**src/rtl/sram_array.sv**
```systemverilog
// sram_array: WIDTH x DEPTH word SRAM with registered read, valid/err
// strobes and a hardware clear sweep that runs after reset and on clr.
//
// Ports:
//   clk    - system clock, rising edge
//   rst_n  - asynchronous active-low reset
//   addr   - word address
//   inp    - write data
//   we     - write enable
//   re     - read enable
//   clr    - start a clear sweep (from IDLE only)
//   outp   - registered read data, holds when valid=0
//   valid  - one-cycle pulse, outp updated by a read
//   busy   - clear sweep in progress, accesses dropped
//   err    - one-cycle pulse, illegal access rejected
module sram_array #(
    parameter int WIDTH  = 8,
    parameter int DEPTH  = 8,
    parameter int ADDR_W = 3
) (
    input  logic              clk,
    input  logic              rst_n,
    input  logic [ADDR_W-1:0] addr,
    input  logic [WIDTH-1:0]  inp,
    input  logic              we,
    input  logic              re,
    input  logic              clr,
    output logic [WIDTH-1:0]  outp,
    output logic              valid,
    output logic              busy,
    output logic              err
);

    typedef enum logic {
        IDLE,
        CLEAR
    } state_t;

    // Extra bit so DEPTH == 2^ADDR_W still compares correctly.
    localparam logic [ADDR_W:0]   DEPTH_X = (ADDR_W + 1)'(DEPTH);
    localparam logic [ADDR_W-1:0] LAST    = ADDR_W'(DEPTH - 1);

    state_t            state;
    logic [ADDR_W-1:0] ptr;
    logic [WIDTH-1:0]  mem [DEPTH];

    logic in_range;
    logic acc_ok;
    logic wr_ok;
    logic rd_ok;
    logic bad;

    assign in_range = {1'b0, addr} < DEPTH_X;
    // A clr edge in IDLE starts the sweep and performs no access.
    assign acc_ok   = (state == IDLE) & ~clr;
    assign wr_ok    = acc_ok & we & ~re & in_range;
    assign rd_ok    = acc_ok & re & ~we & in_range;
    assign bad      = acc_ok & (we | re) & ((we & re) | ~in_range);

    // Storage has no reset; the sweep defines its contents.
    always_ff @(posedge clk) begin
        if (state == CLEAR) begin
            mem[ptr] <= '0;
        end else if (wr_ok) begin
            mem[addr] <= inp;
        end
    end

    always_ff @(posedge clk or negedge rst_n) begin
        if (!rst_n) begin
            state <= CLEAR;
            ptr   <= '0;
            busy  <= 1'b1;
            outp  <= '0;
            valid <= 1'b0;
            err   <= 1'b0;
        end else begin
            valid <= rd_ok;
            err   <= bad;
            if (rd_ok) begin
                outp <= mem[addr];
            end
            unique case (state)
                IDLE: begin
                    if (clr) begin
                        state <= CLEAR;
                        ptr   <= '0;
                        busy  <= 1'b1;
                    end
                end
                CLEAR: begin
                    // The edge that clears the last word also leaves CLEAR.
                    if (ptr == LAST) begin
                        state <= IDLE;
                        ptr   <= '0;
                        busy  <= 1'b0;
                    end else begin
                        ptr <= ptr + 1'b1;
                    end
                end
                default: begin
                    state <= CLEAR;
                    ptr   <= '0;
                    busy  <= 1'b1;
                end
            endcase
        end
    end

endmodule

```
**config.mk**
```make
export PLATFORM = sky130hd
export DESIGN_NAME = sram_array
export DESIGN_NICKNAME = d
export VERILOG_FILES = /design/src/rtl/sram_array.sv
export SDC_FILE = /design/constraint.sdc
export NUM_CORES = 1
export LEC_CHECK = 0
export CAP_MARGIN = 20
export CORE_UTILIZATION = 50
export DETAILED_ROUTE_END_ITERATION = 10
export MAX_ROUTING_LAYER = met4
export PLACE_DENSITY = 0.73
export SYNTH_ARGS = -nofsm -noshare
export SYNTH_HDL_FRONTEND = slang
export SYNTH_SLANG_ARGS = --single-unit
export TNS_END_PERCENT = 50
```
**constraint.sdc**
```tcl
create_clock -name clk -period 1.81 [get_ports clk]
set_input_delay 0.2715 -clock clk [delete_from_list [all_inputs] [get_ports clk]]
set_output_delay 0.2715 -clock clk [all_outputs]
set_load 0.03 [all_outputs]
```
# ---- After elaboration in Yosys (flattened, before gate mapping)
# Memory sizes are Yosys's and may differ from the RTL's. A register that Yosys moved wholly into a read port is not among the register bits.
# Cells that the tools add are included.
dict set report word_totals {
  rom_bits 0
  word_cells 43
  out_inout_bits 11
  input_bits 16
  latchBits 0
  memories 1
  ram_bits 64
  register_bits 7
}
dict set report classes {
  mul 0
  bitwise_logic 13
  n_shift 0
  add_sub_neg 1
  reduce_logical 3
  eq_ne 3
  div_mod_pow 0
  n_lt_le_gt_ge 0
  muxes 17
}
# name words width read_ports rd_ports_with_merged_regs write_ports line
set memory_table {}
lappend memory_table {mem 8 8 1 1 1 45} ;# logic [WIDTH-1:0] mem [DEPTH];
# operator count
set ops {}
lappend ops {{two-way mux 1 bit} 10}
lappend ops {{two-way mux 3 bit} 3}
lappend ops {{bitwise AND 1 bit} 8}
lappend ops {{two-way mux 8 bit} 1}
lappend ops {{OR reduction 8 bit} 1}
lappend ops {{one-hot mux 3 bit (2 select lines)} 1}
lappend ops {{inverter 1 bit} 4}
lappend ops {{one-hot mux 1 bit (2 select lines)} 2}
lappend ops {{adder 3 x 1 -> 3 bit, second input constant} 1}
lappend ops {{== test 3 bit, second input constant} 1}
lappend ops {{inequality test 2 x 1 -> 1 bit, second input constant} 1}
lappend ops {{inequality test 2 bit, second input constant} 1}
lappend ops {{AND reduction 2 bit} 1}
lappend ops {{logical NOT 1 bit} 1}
lappend ops {{bitwise OR 1 bit} 1}

# ---- Longest topological paths before layout
# Gate-level depths: netlist (run 1).
dict set report logic_depth {
  word_depth 9
  ltp_mapped 5
  depth_no_buf 4
}

# ---- Worst setup path before layout (run 1)
# OpenSTA, ideal clock, no wires.
dict set report synth_timing {
  path_kind {reg2reg}
  start {reg state}
  end {mem mem[5][0], enable pin}
  stages_incl_launch_ff 4
  required_ns 1.440
  arrival_ns 1.621
  path_buffers 0
  synth_period_minus_slack_ns 1.991
  setup_ns 0.370
  path_slack_ns -0.181
  cell_sequence {dfstp_2 nor4b_1 mux2_2 nor2_1}
}
dict set report synth_via {
  elab_chain_cells 9
  elab_cells_between_ends 12
  classes_between {mux (7); bitwise (4); reduce/logical (1)}
}
# item line
set synth_lines {}
lappend synth_lines {{from (decl)} 43} ;# state_t state;
lappend synth_lines {{from (signal assigned)} 71} ;# state <= CLEAR;
lappend synth_lines {{from (signal assigned)} 86} ;# state <= CLEAR;
lappend synth_lines {{from (signal assigned)} 94} ;# state <= IDLE;
lappend synth_lines {{inverter 1 bit} -}
lappend synth_lines {{bitwise AND 1 bit} 55} ;# assign acc_ok = (state == IDLE) & ~clr;
lappend synth_lines {{bitwise AND 1 bit (2 in series)} 56} ;# assign wr_ok = acc_ok & we & ~re & in_range;
lappend synth_lines {{two-way mux 1 bit} 64} ;# end else if (wr_ok) begin
lappend synth_lines {{two-way mux 1 bit} 62} ;# if (state == CLEAR) begin
lappend synth_lines {{two-way mux 1 bit (not written as such)} 65} ;# mem[addr] <= inp;
lappend synth_lines {{OR reduction 8 bit (no line)} -}
lappend synth_lines {{two-way mux 3 bit (no line) / two-way mux 1 bit (equally long branches)} -}
lappend synth_lines {{to (decl)} 45}
# Parallel ways exist; a longest one is shown, timed or not.

# ---- Worst setup path after layout (run 1)
dict set report layout_timing {
  start {in clr}
  end {mem mem[5][1], enable pin}
}
dict set report layout_via {
  elab_chain_cells 9
  elab_cells_between_ends 10
  classes_between {mux (5); bitwise (4); reduce/logical (1)}
}
# item line
set layout_lines {}
lappend layout_lines {{from (decl)} 27} ;# input logic clr,
lappend layout_lines {{inverter 1 bit *} 55}
lappend layout_lines {{bitwise AND 1 bit *} 55}
lappend layout_lines {{bitwise AND 1 bit * (2 in series)} 56}
lappend layout_lines {{two-way mux 1 bit *} 64}
lappend layout_lines {{two-way mux 1 bit *} 62}
lappend layout_lines {{two-way mux 1 bit (not written as such) *} 65}
lappend layout_lines {{OR reduction 8 bit (no line)} -}
lappend layout_lines {{two-way mux 3 bit (no line) / two-way mux 1 bit (equally long branches)} -}
# Mark *: on every way between the ends. The rest lies on a longest branch, timed or not.

==> impl_metrics.toml, run 1 <==
[clock_network]
clk_pin_slew_ns = 0.08
cts_max_level = 3
clk_latency_ns = 0.33
cts.sinks = 79
cts_tree = "done"
cts_buffers = 9
clockBufferDepth = 2
cts-root-buf = "clkbuf_8"

[timing]
fmax_mhz = 570
max_slew_margin_pct = 77.0
setup_viol = 0
hold_ws_ns = 0.247
clock_skew_ns = 0.00606
drv_slew = 0
hold_violations = 0
worstMarginPinSlew_ns = 0.344
grt_setup_unrepaired = "no"
post-route-min-period_ns = 1.75
finalCritPeriodShare_pct = 96.9

[synth]
ys_warn_count = 0
postSynth.asyncResetShare_pct = 19.0
synth_edf_count = 64
ys_types = 27
synth_top_area_share_pct = 59.6
synth_area_per_cell_sq_um = 15.8
synth_seq_cells = 79
synthTopCellsByCount = "edfxtp_1, mux2_2, mux2i_1"
ys_seq_area_share_pct = 71.3
synthesis.nets = 222
synth_flop_cell = "edfxtp_1"
synthTopCellsByArea = "edfxtp_1, dfrtp_1, mux2_2"
synth.cell_area_sq_um = 3230
synth.most_common_cell = "edfxtp_1"
syn_inst = 204
synth_top_area_cell = "edfxtp_1"

[global_route]
grtUsageTotal_pct = 21.4
grt_max_degree = 18
first_global_vias = 1719
gr-total-overflow = 0
grt_pass1_wl_um = 9580
antenna_found_initial = 0

[routing]
viasPerCell = 5.37
drc = 0
dr_wl_met3_um = 227
firstDrtPassIters = 4
vias = 1816
wl_met1_um = 2890
drt_wl_total_um = 6280
top_layer = "met4"
postRouteAntennaNets = 0
routed-wl-met2_um = 3120
drtIter0Drc = 127
routedWlPerCell_um = 18.6

[floorplan]
start_util_pct = 53.2
die_area_sq_um = 6780
die_x_um = 82.3
core_sq_um = 6060
placementRows = 28
ios = 27
chipHeight_um = 82.3

[layout]
fill_cells = 432
area_growth_pct = 23.9
final_nets = 276
final_core_util_pct = 65.9
final_layout_size_suffix_gt1_share_pct = 27.0
seqCellArea_sq_um = 2300
multiInputGateArea_sq_um = 896
layoutNonFillerInstCount = 338
n_antenna_cell = 0

[critical_path]
worstSetupStartpointType = "primary input"
crit_type = "in -> reg"
cp-end-kind = "flip-flop"
critPathMaxFanout = 8
arrival_ns = 1.80
worstPathRequired_ns = 1.86

[placed_design]
io_buffers = 26
place_inst = 322
gp_congestion = 0.808
post-dp-hpwl_um = 4390

[flow_run]
max_cap_viol_count = 0

[power]
ir_drop_mv = 0.882
p_leak_nw = 1.51
power-per-cell-area_nw_per_um2 = 1400
p_total_w = 0.00558

[hold_path]
holdCritPathClass = "in -> async"

[outcome]
outcome = "finished, final reports clean"
## per-stage QoR
stage | worst slack [ns] | setup TNS, ns | area [sq um]
after floorplan | -0.00674 | -0.108 | 3240
after global placement | -0.305 | -25.75 | 3750
after detailed placement | -0.321 | -29.21 | 3750
after CTS | 0.0380 | 0 | 3980
after global routing | 0.00637 | 0 | 4000
final | 0.0566 | 0 | 4000
## cells in the final DEF, fill, tap and decap left out, drive strengths merged, types with 3 or more instances in the layout
cell type | Yosys | final
nor2b | 4 | 4
nor2 | 13 | 13
o31ai | 8 | 8
clkbuf | 3 | 9
a22o | 10 | 10
and2 | 8 | 8
buf | 7 | 27
o22ai | 10 | 10
clkdlybuf4s50 | 0 | 24
mux2i | 18 | 18
nand2b | 3 | 3
inv | 3 | 4
mux2 | 18 | 18
dfrtp | 13 | 13
edfxtp | 64 | 64
nand2 | 11 | 11
clkinv | 0 | 4
## state kept, by name, indices dropped and copies added (netlist names)
register / count
mem: 64
outp: 8
ptr: 3
busy: 1
err: 1
state: 1
valid: 1
## cell type report
class,count,share of cell area [%]
Tap cell,75,2.35
Sequential cell,79,57.5
Timing Repair Buffer,53,11.9
Multi-Input combinational cell,112,22.4
Clock buffer,9,3.10
Inverter,3,0.282
Clock inverter,7,2.38
## worst max-delay path: stages
cell	delay (ns)
clkdlybuf4s50_1	0.48
nor4b_4	0.36
mux2_2	0.41
nor2_2	0.11
buf_4	0.18
## where the power goes
| part | total (W) | switching (W) | internal [W] |
|---|---|---|---|
| clock network | 0.00142 | 0.000641 | 0.000780 |
| logic | 0.00146 | 0.000819 | 0.000637 |
| registers | 0.00270 | 0.000182 | 0.00252 |
| total | 0.00558 | 0.00164 | 0.00394 |
## cell families after synthesis
| logic type | share of synthesized area (%) |
|---|---|
| flops | 71.3 |
| buf+inv | 2.13 |
| fa+ha+maj | 0.776 |
| mux | 11.9 |
| simple gates | 6.71 |
| compound gates | 7.21 |
## per-layer routing
layer	GRT usage, %	up-vias
li1	-	883
met1	28.6	893
met2	33.1	36
met3	3.63	4
met4	7.37	0
met5	-	-
## what timing repair did
item	CTS	global route
pin swaps	0	1
setup buffers	0	0
setup endpoints to repair	2	64
resized for setup	2	4
hold buffers	0	0
## path summary, 6_finish.rpt
| kind | startpoint | end | slack (ns) | cells after the start |
|---|---|---|---|---|
| setup / recovery | clr | mem[5][1] | 0.06 | 5 |
| hold / removal | rst_n | ptr[0] | 0.25 | 2 |
| setup reg to reg | state | mem[5][1] | 0.14 | 4 |
| hold reg to reg | outp[2] | outp[2] | 0.48 | 2 |
| max in group asynchronous | rst_n | state | 1.32 | 2 |
| min in group clk | re | err | 0.34 | 2 |
Power figures use the tool's default switching activity.
==> run 2: changes to the inputs <==
Settings changed: CORE_MARGIN set to 2, CTS_CLUSTER_SIZE set to 20.
==> impl_metrics.toml, run 2 (same netlist as run 1, synthesis figures left out) <==
[critical_path]
arrival_ns = 1.91
crit_family = "flip-flops"
r2r_cells = 6
slowest_stage = "dfstp_2"
crit_type = "reg -> reg"
slowest_delay_ns = 0.59
cp-end-kind = "flip-flop"
worstSetupStartpointType = "flip-flop"
cp.depth = 6
critPathMaxFanout = 8
crit_buf_inv = 3
crit_path_frequent_cell = "buf_4"
path_cells = "buf_4, nor2b_1, a22oi_1, buf_4, nor2_2, buf_12"
worstPathRequired_ns = 1.92

[timing]
setup_tns_ns = 0
fmax_mhz = 556
drv_slew = 0
setup_viol = 0
hold_ws_ns = 0.246
max_slew_margin_pct = 67.5
worstMarginPinSlew_ns = 0.487
grt_setup_unrepaired = "yes"
finalCritPeriodShare_pct = 99.3
post-route-min-period_ns = 1.80
clock_skew_ns = 0.0122
hold_violations = 0

[layout]
final_common_cell = "edfxtp_1"
final_layout_size_suffix_gt1_share_pct = 28.8
layout_common_cells = "edfxtp_1, buf_4, clkdlybuf4s50_1"
final_nets = 280
fill_cells = 475
largest_register_ffs = 64
fin_area_sq_um = 4080
top_register = "mem"
n_antenna_cell = 0
seqCellArea_sq_um = 2300
area_growth_pct = 26.5
multiInputGateArea_sq_um = 906
reg.largest.list = "mem (64), outp (8), ptr (3)"

[clock_network]
clockBufferDepth = 2
clk_latency_ns = 0.34
clk_pin_slew_ns = 0.09
cts.sinks = 79
cts_max_level = 3
postCtsHoldBufs = 0
cts_setup_buffers = 0
cts_tree = "done"
cts-root-buf = "clkbuf_8"
cts_buffers = 9

[placed_design]
placed_area_sq_um = 3830
post-dp-hpwl_um = 4320
io_buffers = 26
gp_congestion = 0.770

[global_route]
grt_pass1_wl_um = 9580
first_global_vias = 1881
grt_max_degree = 33
gr-total-overflow = 0
grtUsageTotal_pct = 19.0
antenna_found_initial = 0

[power]
p_leak_nw = 1.53
power-per-cell-area_nw_per_um2 = 1390
ir_drop_mv = 0.844

[floorplan]
ios = 27
start_util_pct = 51.4
chipHeight_um = 84.3
die_x_um = 84.3
core_sq_um = 6280
placementRows = 29
die_area_sq_um = 7110

[routing]
drc = 0
wl_met1_um = 2740
drtIter0Drc = 118
dr_wl_met3_um = 170
drt_wl_total_um = 6160
routed-wl-met2_um = 3170
firstDrtPassIters = 4
viasPerCell = 5.47
routedWlPerCell_um = 17.9
vias = 1882
postRouteAntennaNets = 0
top_layer = "met4"

[flow_run]
max_cap_viol_count = 0

[hold_path]
holdCritPathClass = "in -> async"

[outcome]
outcome = "finished, final reports clean"
==> run 2: cell count changes in the layout (fill, tap and decap cells not counted), moves of 2 or more <==
cell,change
mux2_2,-2
mux2_4,+2
nor2_4,+3
nor2_1,-4
clkinvlp_4,+2
buf_12,+4
==> run 2: stage by stage <==
stage	worst slack [ns]	power [W]	instances	util (%)
after floorplan	-0.00674	0.00358	204	-
after global placement	-0.434	0.00419	328	61.0
after detailed placement	-0.511	0.00425	328	61.0
after CTS	0.00696	0.00568	344	64.7
after global routing	-0.0508	0.00593	344	65.0
final	0.0123	0.00567	344	65.0
==> run 2: timing repair <==
item                       4_1_cts  5_1_grt
setup endpoints to repair       42       51
resized for setup                7        4
gates cloned                     0        0
==> run 2: power by group <==
group	switching (W)	internal (W)
Clock	0.000623	0.000784
Combinational	0.000851	0.000692
Sequential	0.000194	0.00252
==> run 2: area by class of cell <==
class / count / area share, %
multi-input cells: 112 / 22.2
clock inverters: 6 / 2.27
inverters: 3 / 0.276
repair buffers: 57 / 13.4
flip-flops and latches: 79 / 56.3
clock buffers: 10 / 3.13
well taps: 77 / 2.36
==> run 2: path summary, 6_finish.rpt <==
kind                              start   endpoint  slack, ns
worst max-delay path              state  mem[7][1]       0.01
worst min-delay path              rst_n    outp[3]       0.25
worst max register to register    state  mem[7][1]       0.01
worst min register to register  outp[7]    outp[7]       0.48
max in group asynchronous         rst_n     ptr[0]       1.06
min in group clk                outp[7]    outp[7]       0.48
==> run 2: per-layer routing <==
layer  up-vias  global-route usage [%]
li1        894                       -
met1       957                    24.3
met2        25                    30.2
met3         6                    3.24
met4         0                    8.36
met5         -                       -
==> run 2: worst register-to-register path, stage by stage (launching register included) <==
cell and delay (ns):
dfstp_2 0.59, buf_4 0.14, nor2b_1 0.04, a22oi_1 0.39
buf_4 0.22, nor2_2 0.05, buf_12 0.13
